`src/rtl/sipo_frame_receiver_pkg.sv`:
```
// sipo_frame_receiver_pkg
//   Shared definitions for the serial frame receiver: FSM state encodings
//   and serial line levels.
//   Ports: none (package).
package sipo_frame_receiver_pkg;

   // FSM state encodings (2-bit, legacy-compatible values)
   localparam logic [1:0] S_IDLE   = 2'd0;
   localparam logic [1:0] S_DATA   = 2'd1;
   localparam logic [1:0] S_PARITY = 2'd2;
   localparam logic [1:0] S_STOP   = 2'd3;

   // Line idles low; the start bit is the opposite level, the stop bit is idle.
   localparam logic LINE_IDLE   = 1'b0;
   localparam logic START_LEVEL = ~LINE_IDLE;

endpackage

```
`src/rtl/sipo_shift_reg.sv`:
```
// sipo_shift_reg
//   Serial-in parallel-out shift register with a running XOR of every bit
//   shifted in since the last clear.
//   Ports:
//     clk  in   1      clock, all state on posedge
//     rst  in   1      asynchronous active-low reset
//     clr  in   1      clear contents and running parity
//     en   in   1      shift d in this cycle
//     d    in   1      serial data in
//     q    out  WIDTH  parallel contents
//     par  out  1      XOR of bits shifted in since clear
module sipo_shift_reg #(
   parameter int unsigned WIDTH     = 8,
   parameter bit          MSB_FIRST = 1'b1
) (
   input  logic             clk,
   input  logic             rst,
   input  logic             clr,
   input  logic             en,
   input  logic             d,
   output logic [WIDTH-1:0] q,
   output logic             par
);

   always_ff @(posedge clk or negedge rst) begin
      if (!rst) begin
         q   <= '0;
         par <= 1'b0;
      end else if (clr) begin
         q   <= '0;
         par <= 1'b0;
      end else if (en) begin
         // MSB_FIRST: earliest bit ends up in q[WIDTH-1]; otherwise in q[0].
         if (MSB_FIRST) q <= {q[WIDTH-2:0], d};
         else           q <= {d, q[WIDTH-1:1]};
         par <= par ^ d;
      end
   end

endmodule

```
`src/rtl/sipo_frame_receiver.sv`:
```
// sipo_frame_receiver
//   Receive end of a one-bit-per-clock serial link. Detects a start bit,
//   shifts in WIDTH data bits, checks optional even parity and the stop bit,
//   and presents the recovered word on a valid/ready interface.
//   Ports:
//     clk          in   1      clock, all state on posedge
//     rst          in   1      asynchronous active-low reset
//     D            in   1      serial line, idle 0
//     Q_data       out  WIDTH  received word, stable while Q_valid=1
//     Q_valid      out  1      word available
//     Q_ready      in   1      consumer accepts when Q_valid && Q_ready
//     busy         out  1      receiver is inside a frame
//     parity_err   out  1      pulse: parity mismatch, frame dropped
//     frame_err    out  1      pulse: stop bit was 1, frame dropped
//     overrun_err  out  1      pulse: good frame lost, output buffer full
module sipo_frame_receiver
   import sipo_frame_receiver_pkg::*;
#(
   parameter int unsigned WIDTH     = 8,
   parameter bit          PARITY_EN = 1'b1,
   parameter bit          MSB_FIRST = 1'b1
) (
   input  logic             clk,
   input  logic             rst,
   input  logic             D,
   output logic [WIDTH-1:0] Q_data,
   output logic             Q_valid,
   input  logic             Q_ready,
   output logic             busy,
   output logic             parity_err,
   output logic             frame_err,
   output logic             overrun_err
);

   localparam int unsigned  CW   = $clog2(WIDTH + 1);
   localparam logic [CW-1:0] LAST = CW'(WIDTH - 1);

   logic [1:0]       state;
   logic [CW-1:0]    cnt;
   logic             par_bad;
   logic             sr_clr;
   logic             sr_en;
   logic [WIDTH-1:0] sr_q;
   logic             sr_par;
   logic             buf_free;

   assign sr_clr   = (state == S_IDLE) && (D == START_LEVEL);
   assign sr_en    = (state == S_DATA);
   assign busy     = (state != S_IDLE);
   // Holding register can take a word if empty or being drained this cycle.
   assign buf_free = !Q_valid || Q_ready;

   sipo_shift_reg #(
      .WIDTH     (WIDTH),
      .MSB_FIRST (MSB_FIRST)
   ) u_shift (
      .clk (clk),
      .rst (rst),
      .clr (sr_clr),
      .en  (sr_en),
      .d   (D),
      .q   (sr_q),
      .par (sr_par)
   );

   always_ff @(posedge clk or negedge rst) begin
      if (!rst) begin
         state       <= S_IDLE;
         cnt         <= '0;
         par_bad     <= 1'b0;
         Q_data      <= '0;
         Q_valid     <= 1'b0;
         parity_err  <= 1'b0;
         frame_err   <= 1'b0;
         overrun_err <= 1'b0;
      end else begin
         parity_err  <= 1'b0;
         frame_err   <= 1'b0;
         overrun_err <= 1'b0;

         if (Q_valid && Q_ready) Q_valid <= 1'b0;

         case (state)
            S_IDLE: begin
               if (D == START_LEVEL) begin
                  state   <= S_DATA;
                  cnt     <= '0;
                  par_bad <= 1'b0;
               end
            end
            S_DATA: begin
               if (cnt == LAST) begin
                  cnt   <= '0;
                  state <= PARITY_EN ? S_PARITY : S_STOP;
               end else begin
                  cnt <= cnt + CW'(1);
               end
            end
            S_PARITY: begin
               // Even parity: data XOR parity bit must be 0.
               par_bad <= sr_par ^ D;
               state   <= S_STOP;
            end
            S_STOP: begin
               // Return to IDLE unconditionally: a 1 here is a bad stop bit,
               // never a start bit.
               state <= S_IDLE;
               if (D != LINE_IDLE) begin
                  frame_err <= 1'b1;
               end else if (PARITY_EN && par_bad) begin
                  parity_err <= 1'b1;
               end else if (buf_free) begin
                  Q_data  <= sr_q;
                  Q_valid <= 1'b1;
               end else begin
                  overrun_err <= 1'b1;
               end
            end
            default: state <= S_IDLE;
         endcase
      end
   end

endmodule

```
`config.mk`:
```
export PLATFORM = sky130hd
export DESIGN_NAME = sipo_frame_receiver
export DESIGN_NICKNAME = d
export VERILOG_FILES = /design/src/rtl/sipo_frame_receiver_pkg.sv /design/src/rtl/sipo_shift_reg.sv /design/src/rtl/sipo_frame_receiver.sv
export SDC_FILE = /design/constraint.sdc
export NUM_CORES = 1
export LEC_CHECK = 0
export CAP_MARGIN = 20
export CORE_UTILIZATION = 58
export DETAILED_ROUTE_END_ITERATION = 8
export PLACE_DENSITY = 0.88
export SLEW_MARGIN = 10
export SYNTH_ARGS = -nofsm -noshare
export SYNTH_HDL_FRONTEND = slang
export SYNTH_HIERARCHICAL = 1
export SYNTH_SLANG_ARGS = --single-unit
```
`constraint.sdc`:
```
create_clock -name clk -period 4.17 [get_ports clk]
set_input_delay 0.6255 -clock clk [delete_from_list [all_inputs] [get_ports clk]]
set_output_delay 0.6255 -clock clk [all_outputs]
set_load 0.02 [all_outputs]
```
==> results by group, run 1 <==
Yosys
  – Yosys top cell area share: 51.5%
  – Top FF cell, synth: dfrtp_1
  – Flops & latches, synth: 28
  – Top-count cell post-synth: dfrtp_1
  – Sequential fraction of the synthesis area: ~52%
  – Async set or reset register ratio after synthesis: 100%
  – Post-synth EDFFs: 0
  – Synth unique cells: 35
  – Syn. warnings: 6
  – Syn avg cell area: 12.5 µm²
  – Top post-synthesis cells by count: dfrtp_1, nor2_1, mux2i_1, mux2_4
  – Synth Instances: ~110
  – Syn Nets: 118
  – Mapped cell area: around 0.0014 mm²
  – Yosys top cell by area: dfrtp_1
  – Synth area leaders: dfrtp_1, mux2_4, mux2i_1

Power
  – Switching Fraction: between 30% and 40%
  – Sequential share of power: 41.1%
  – Combinational share of power: around 50%
  – P_sw: 411 µW
  – Tot Pwr: 1.10 mW
  – Internal power: 693 µW
  – Clock power frac: about a tenth
  – Leakage: 0.761 nW
  – P per Cell Area: around 710 mW/mm²
  – Worst ir drop on vdd: 0.495 mV

Finish
  – Fin nets: 136
  – ANT cells: 0
  – Multi-input logic area: 603 µm²
  – Post-synthesis to final-layout area growth: 14.6%
  – Core Util, Final: 70.5%
  – Fill cells: roughly 180
  – Sequential Area: ~700 µm²
  – Layout cells sized above 1: 15.2%
  – Post-layout instance area: 0.00156 mm²

STA
  – Final clock skew: roughly 3.2 ps
  – Max frequency: 0.404 GHz
  – Worst setup margin: 1690 ps
  – RSZ-0062 raised after global routing: no
  – Final Hold Violating Endpoints: 0
  – Final setup fails: 0
  – Tmin final: 2480 ps
  – Period utilization: 59.4%
  – Setup TNS Final: 0 ps
  – Slew HR: around two fifths
  – Slew Limit Fails: 0
  – Worst Tran Pin Value: 928 ps

CTS
  – Clock Latency Late Sink: 310 ps
  – Post_cts resized: 0
  – CTS root buf: clkbuf_4
  – Num CTS Buffers: 3
  – Setup bufs post-CTS: 0
  – Worst-path clk slew: 130 ps
  – Hold buffer count at cts: 0
  – H-tree levels: 1
  – Clk sinks: 28
  – CTS tree: yes
  – Clock tree buffer depth: 2

Global route
  – Vias in the first global route: 888
  – Largest net degree at the start of global routing: 23
  – Initial antenna violation count: 0
  – First-pass GRT wire length: 3880 µm
  – Total grt overflow: 0
  – Gr usage total: 20.5%

Detailed routing
  – Wirelength per Cell: ~14 µm
  – Remaining DRCs: 0
  – Iter 0 DRT Violations: 13
  – Via density: ~5.6
  – ANT nets after route: 0
  – Final Routed Wirelength: around 2200 µm
  – DR vias: roughly 850
  – DRT Pass-1 Iters: 4

Die
  – Num rows: 17
  – Die Y-Extent: 50.4 µm
  – Placeable Area: 0.00221 mm²
  – Initial core utilization: 61.5%
  – Die ar.: 0.00254 mm²
  – Num ports: 17
  – Die width: approximately 50 µm

Critical path
  – Worst setup path class: flop to output pin
  – CP required: 3540 ps
  – Critical path peak fanout: 9
  – CP arrival: 1850 ps
  – Crit start category: flop
  – CP Capture Type: output pin
  – Reg2Reg Depth: 4

Place
  – DP Worst Slack: 1770 ps
  – Post-DP HPWL: 1610 µm
  – I/O Buffers: 16
  – Gp weighted congestion: 0.727
  – DP Area: roughly 0.0015 mm²

Hold path
  – WHS Path Cells: 1
  – Worst hold path type: flop to flop

Run
  – Max cap viols: 0

Outcome
  – Status: complete, no violations
==> metrics by stage <==
step	hold slack (ps)	cells
3_5_place_dp	501	150
6_report	524	153
4_1_cts	534	153
5_1_grt	546	153
3_3_place_gp	490	149
2_1_floorplan	330	109
==> sequential cells by signal, summed over array words and instances, names as in the netlist <==
signal,cells
overrun_err,1
Q_valid,1
par_bad,1
cnt,4
u_shift/q,8
Q_data,8
state,2
parity_err,1
frame_err,1
u_shift/par,1
==> layout by cell type (no fill, tap or decap), types with 2 or more instances in the layout <==
cell type	synthesis	layout
clkdlybuf4s50_1	0	16
mux2_2	2	2
o21ai_0	2	2
and2_1	2	2
mux2i_1	10	10
dfrtp_1	28	28
mux2_4	8	8
nand3b_1	2	2
ha_1	5	5
nor2b_1	2	2
inv_1	4	4
a21oi_1	2	2
nand2b_1	2	2
nand2_1	5	5
nor2_1	11	11
clkbuf_4	0	3
o221ai_1	2	2
==> final cells by class <==
| cell class | count | area share [%] |
|---|---|---|
| Sequential cell | 28 | 44.9 |
| Multi-Input combinational cell | 72 | 38.7 |
| Timing Repair Buffer | 18 | 11.7 |
| Tap cell | 28 | 2.25 |
| Clock buffer | 3 | 1.44 |
| Inverter | 4 | 0.963 |
==> worst paths after layout <==
check                               end       from  slack (ps)
max reg2reg                      cnt[2]   state[1]        2190
min in group asynchronous   overrun_err        rst         670
min reg2reg                   Q_data[4]  Q_data[4]         520
max                                busy   state[0]        1690
max in group asynchronous  u_shift/q[5]        rst        3000
min                           Q_data[4]  Q_data[4]         520
==> power groups by stage <==
stage / sequential (mW) / clock [mW] / combinational (mW)
CTS: 0.454 / 0.110 / 0.549
global route: 0.470 / 0.119 / 0.595
detailed placement: 0.459 / 0 / 0.548
finish: 0.454 / 0.103 / 0.546
floorplan: 0.491 / 0 / 0.358
global placement: 0.453 / 0 / 0.522
==> logic make-up (layout without fill, tap and decap cells) <==
group	Yosys count	after routing	synth area share, %
buf+inv	9	25	4.14
flops	28	28	51.5
fa+ha+maj	5	5	4.60
simple gates	32	32	13.3
xor+xnor	1	1	0.644
mux	20	20	17.8
compound gates	14	14	7.91
==> metal layers <==
metal  track usage, %  routed length, µm  part of all wire [%]  up-vias
met5                0                  0                     0        -
met1             25.5                996                    46      424
met4             8.33                 29                   1.3        0
met3             2.73                 56                   2.6        4
met2             35.8               1100                    50       15
li1                 -                  -                     -      411
==> critical path, cell delays in order (launching register included) <==
cell,delay [ps]
dfrtp_1,430
inv_1,80
ha_1,300
inv_1,130
clkdlybuf4s50_1,610
(Power assumes the default switching activity.)
==> run 2, diff against run 1 <==
--- a/config.mk
+++ b/config.mk
@@ -6,9 +6,9 @@
 export NUM_CORES = 1
 export LEC_CHECK = 0
 export CAP_MARGIN = 20
-export CORE_UTILIZATION = 58
+export CORE_UTILIZATION = 54
 export DETAILED_ROUTE_END_ITERATION = 8
-export PLACE_DENSITY = 0.88
+export PLACE_DENSITY = 0.83
 export SLEW_MARGIN = 10
 export SYNTH_ARGS = -nofsm -noshare
 export SYNTH_HDL_FRONTEND = slang
==> constraint.sdc (replaced) <==
create_clock -name clk -period 2.3 [get_ports clk]
set_input_delay 0.345 -clock clk [delete_from_list [all_inputs] [get_ports clk]]
set_output_delay 0.345 -clock clk [all_outputs]
set_load 0.02 [all_outputs]
==> run 2 against run 1 <==
Register-to-register slack lost 1600 ps. Combinational power up 83%. Sequential cell count unchanged. Clock skew is 13 ps higher. Via count is 1.3% higher. Largest power group unchanged. Cell count up 0.65%. Critical endpoint unchanged. Highest routed layer unchanged.
==> results by group, run 2 (synthesis results as in run 1) <==
Die
  – Die width: 52.2 µm (+3.5%)
  – Num ports: 17 (unchanged)
  – Die Y-Extent: 52.2 µm (+3.5%)
  – Placeable Area: 0.00230 mm² (+3.8%)
  – Initial core utilization: 59.2% (-2.3 points)
  – Die ar.: 0.00272 mm² (+7.1%)
  – Num rows: 17 (unchanged)

Global route
  – Routing usage on met1: 25.9% (+0.40 points)
  – Initial antenna violation count: 0 (unchanged)
  – First-pass GRT wire length: 3940 µm (+1.6%)
  – Total grt overflow: 0 (unchanged)
  – Vias in the first global route: 869 (-2.1%)
  – Gr usage total: 20.0% (-0.54 points)
  – Largest net degree at the start of global routing: 29 (+26%)
  – Busiest grt layer: met2
  – Met3 Use GR: 5.51% (+2.8 points)
  – GR met2 Demand/Resource: 33.5% (-2.2 points)

Critical path
  – Crit start category: flop
  – CP Capture Type: output pin
  – Critical path peak fanout: 9 (unchanged)
  – RR Endpoint: u_shift/q[7]
  – Setup slack, reg-to-reg: 600 ps (-1590 ps)
  – Worst setup path class: flop to output pin
  – Reg2Reg Depth: 5 (+1)
  – Critical R2R Launch: state[1]
  – CP required: 1960 ps (-1580 ps)
  – CP arrival: 1760 ps (-90 ps)

Detailed routing
  – Iter 0 DRT Violations: 11 (-2)
  – Via density: 5.62 (+0.63%)
  – Final Routed Wirelength: 2230 µm (+2.2%)
  – DR vias: 865 (+1.3%)
  – Remaining DRCs: 0 (unchanged)
  – ANT nets after route: 0 (unchanged)
  – Wirelength per Cell: 14.5 µm (+1.5%)
  – DRT Pass-1 Iters: 4 (unchanged)

STA
  – Tmin final: 2110 ps
  – Final Hold Violating Endpoints: 0 (unchanged)
  – Slew Limit Fails: 0 (unchanged)
  – Slew HR: 64.8% (+27 points)
  – RSZ-0062 raised after global routing: no
  – Setup TNS Final: 0 ps (unchanged)
  – Final clock skew: 16.0 ps (+12.7 ps)
  – Period utilization: 91.7%
  – Final setup fails: 0 (unchanged)
  – Worst Tran Pin Value: 527 ps (-400 ps)
  – Max frequency: 0.474 GHz

Finish
  – ANT cells: 0 (unchanged)
  – Post-layout instance area: 0.00156 mm² (+0.16%)
  – Biggest regs: Q_data x8, u_shift/q x8, cnt x4
  – Layout cells sized above 1: 16.7% (+1.5 points)
  – Post-synthesis to final-layout area growth: 14.8%
  – Most common cell after layout, fill and taps aside: dfrtp_1
  – Fin nets: 137 (+0.74%)
  – Commonest cells after routing, fill and taps aside: dfrtp_1, clkdlybuf4s50_1, nor2_1
  – Fill cells: 176 (-1.1%)

CTS
  – Setup bufs post-CTS: 0 (unchanged)
  – Clk sinks: 28 (unchanged)
  – Worst-path clk slew: 140 ps (about the same)
  – CTS tree: yes
  – Hold buffer count at cts: 0 (unchanged)
  – Post_cts resized: 0 (unchanged)
  – Clock Latency Late Sink: 320 ps (about the same)
  – CTS root buf: clkbuf_4
  – H-tree levels: 1 (unchanged)
  – Num CTS Buffers: 3 (unchanged)
  – Clock tree buffer depth: 2 (unchanged)

Power
  – Tot Pwr: 2.01 mW (+82%)
  – Leakage: 0.762 nW (+0.12%)
  – Worst ir drop on vdd: 0.943 mV (+91%)
  – P per Cell Area: 1290 mW/mm² (+82%)

Place
  – I/O Buffers: 16 (unchanged)
  – Post-DP HPWL: 1620 µm (+1.0%)
  – DP Area: 0.00154 mm² (unchanged)
  – Gp weighted congestion: 0.771 (+6.1%)

Hold path
  – Worst hold path type: primary input to asynchronous set/reset pin

Run
  – Max cap viols: 0 (unchanged)

Outcome
  – Status: complete, no violations
## run 2: cell count changes in the layout (fill, tap and decap cells not counted), sizes merged
cell  before  now
buf        2    3
## run 2: per-layer routing
layer / vias to the layer above / share of wire [%]
li1: 414 / -
met2: 25 / 47
met1: 424 / 47
met4: 0 / 0.76
met5: - / 0
met3: 2 / 5.2
## run 2: final cells by class
cell class	count	area, µm²	share of cell area, %
flip-flops and latches	28	701	44.9
multi-input cells	72	606	38.8
repair buffers	19	183	11.7
well taps	28	35.0	2.24
clock buffers	3	22.5	1.44
inverters	4	15.0	0.962
## run 2: worst max path at each step
stage	startpoint	cells after the start	endpoint
2_1_floorplan	state[0]	5	Q_data[0]
3_5_place_dp	D	4	Q_data[0]
5_1_grt	state[1]	4	busy
4_1_cts	state[0]	4	busy
3_3_place_gp	D	4	Q_data[0]
6_report	state[0]	4	busy
## run 2: per-stage QoR
step                setup slack, ps  hold slack (ps)  std cells  utilization, %
CTS                            88.4              393        154            67.9
global placement                438              495        151            66.9
floorplan                       707             49.4        109               -
global route                   96.8              414        154            68.0
detailed placement              401              500        151            66.9
finish                          191              388        154            68.0
## run 2: power breakdown
| part | switching [mW] | total, mW | internal [mW] | leakage (nW) |
|---|---|---|---|---|
| Clock | 0.129 | 0.190 | 0.0613 | 0.0138 |
| Sequential | 0.142 | 0.821 | 0.679 | 0.370 |
| Combinational | 0.474 | 0.998 | 0.524 | 0.377 |
## run 2: critical path, stage by stage, from the launching register on
cell,delay (ps)
dfrtp_1,420
inv_1,90
ha_2,240
inv_1,100
clkdlybuf4s50_1,600
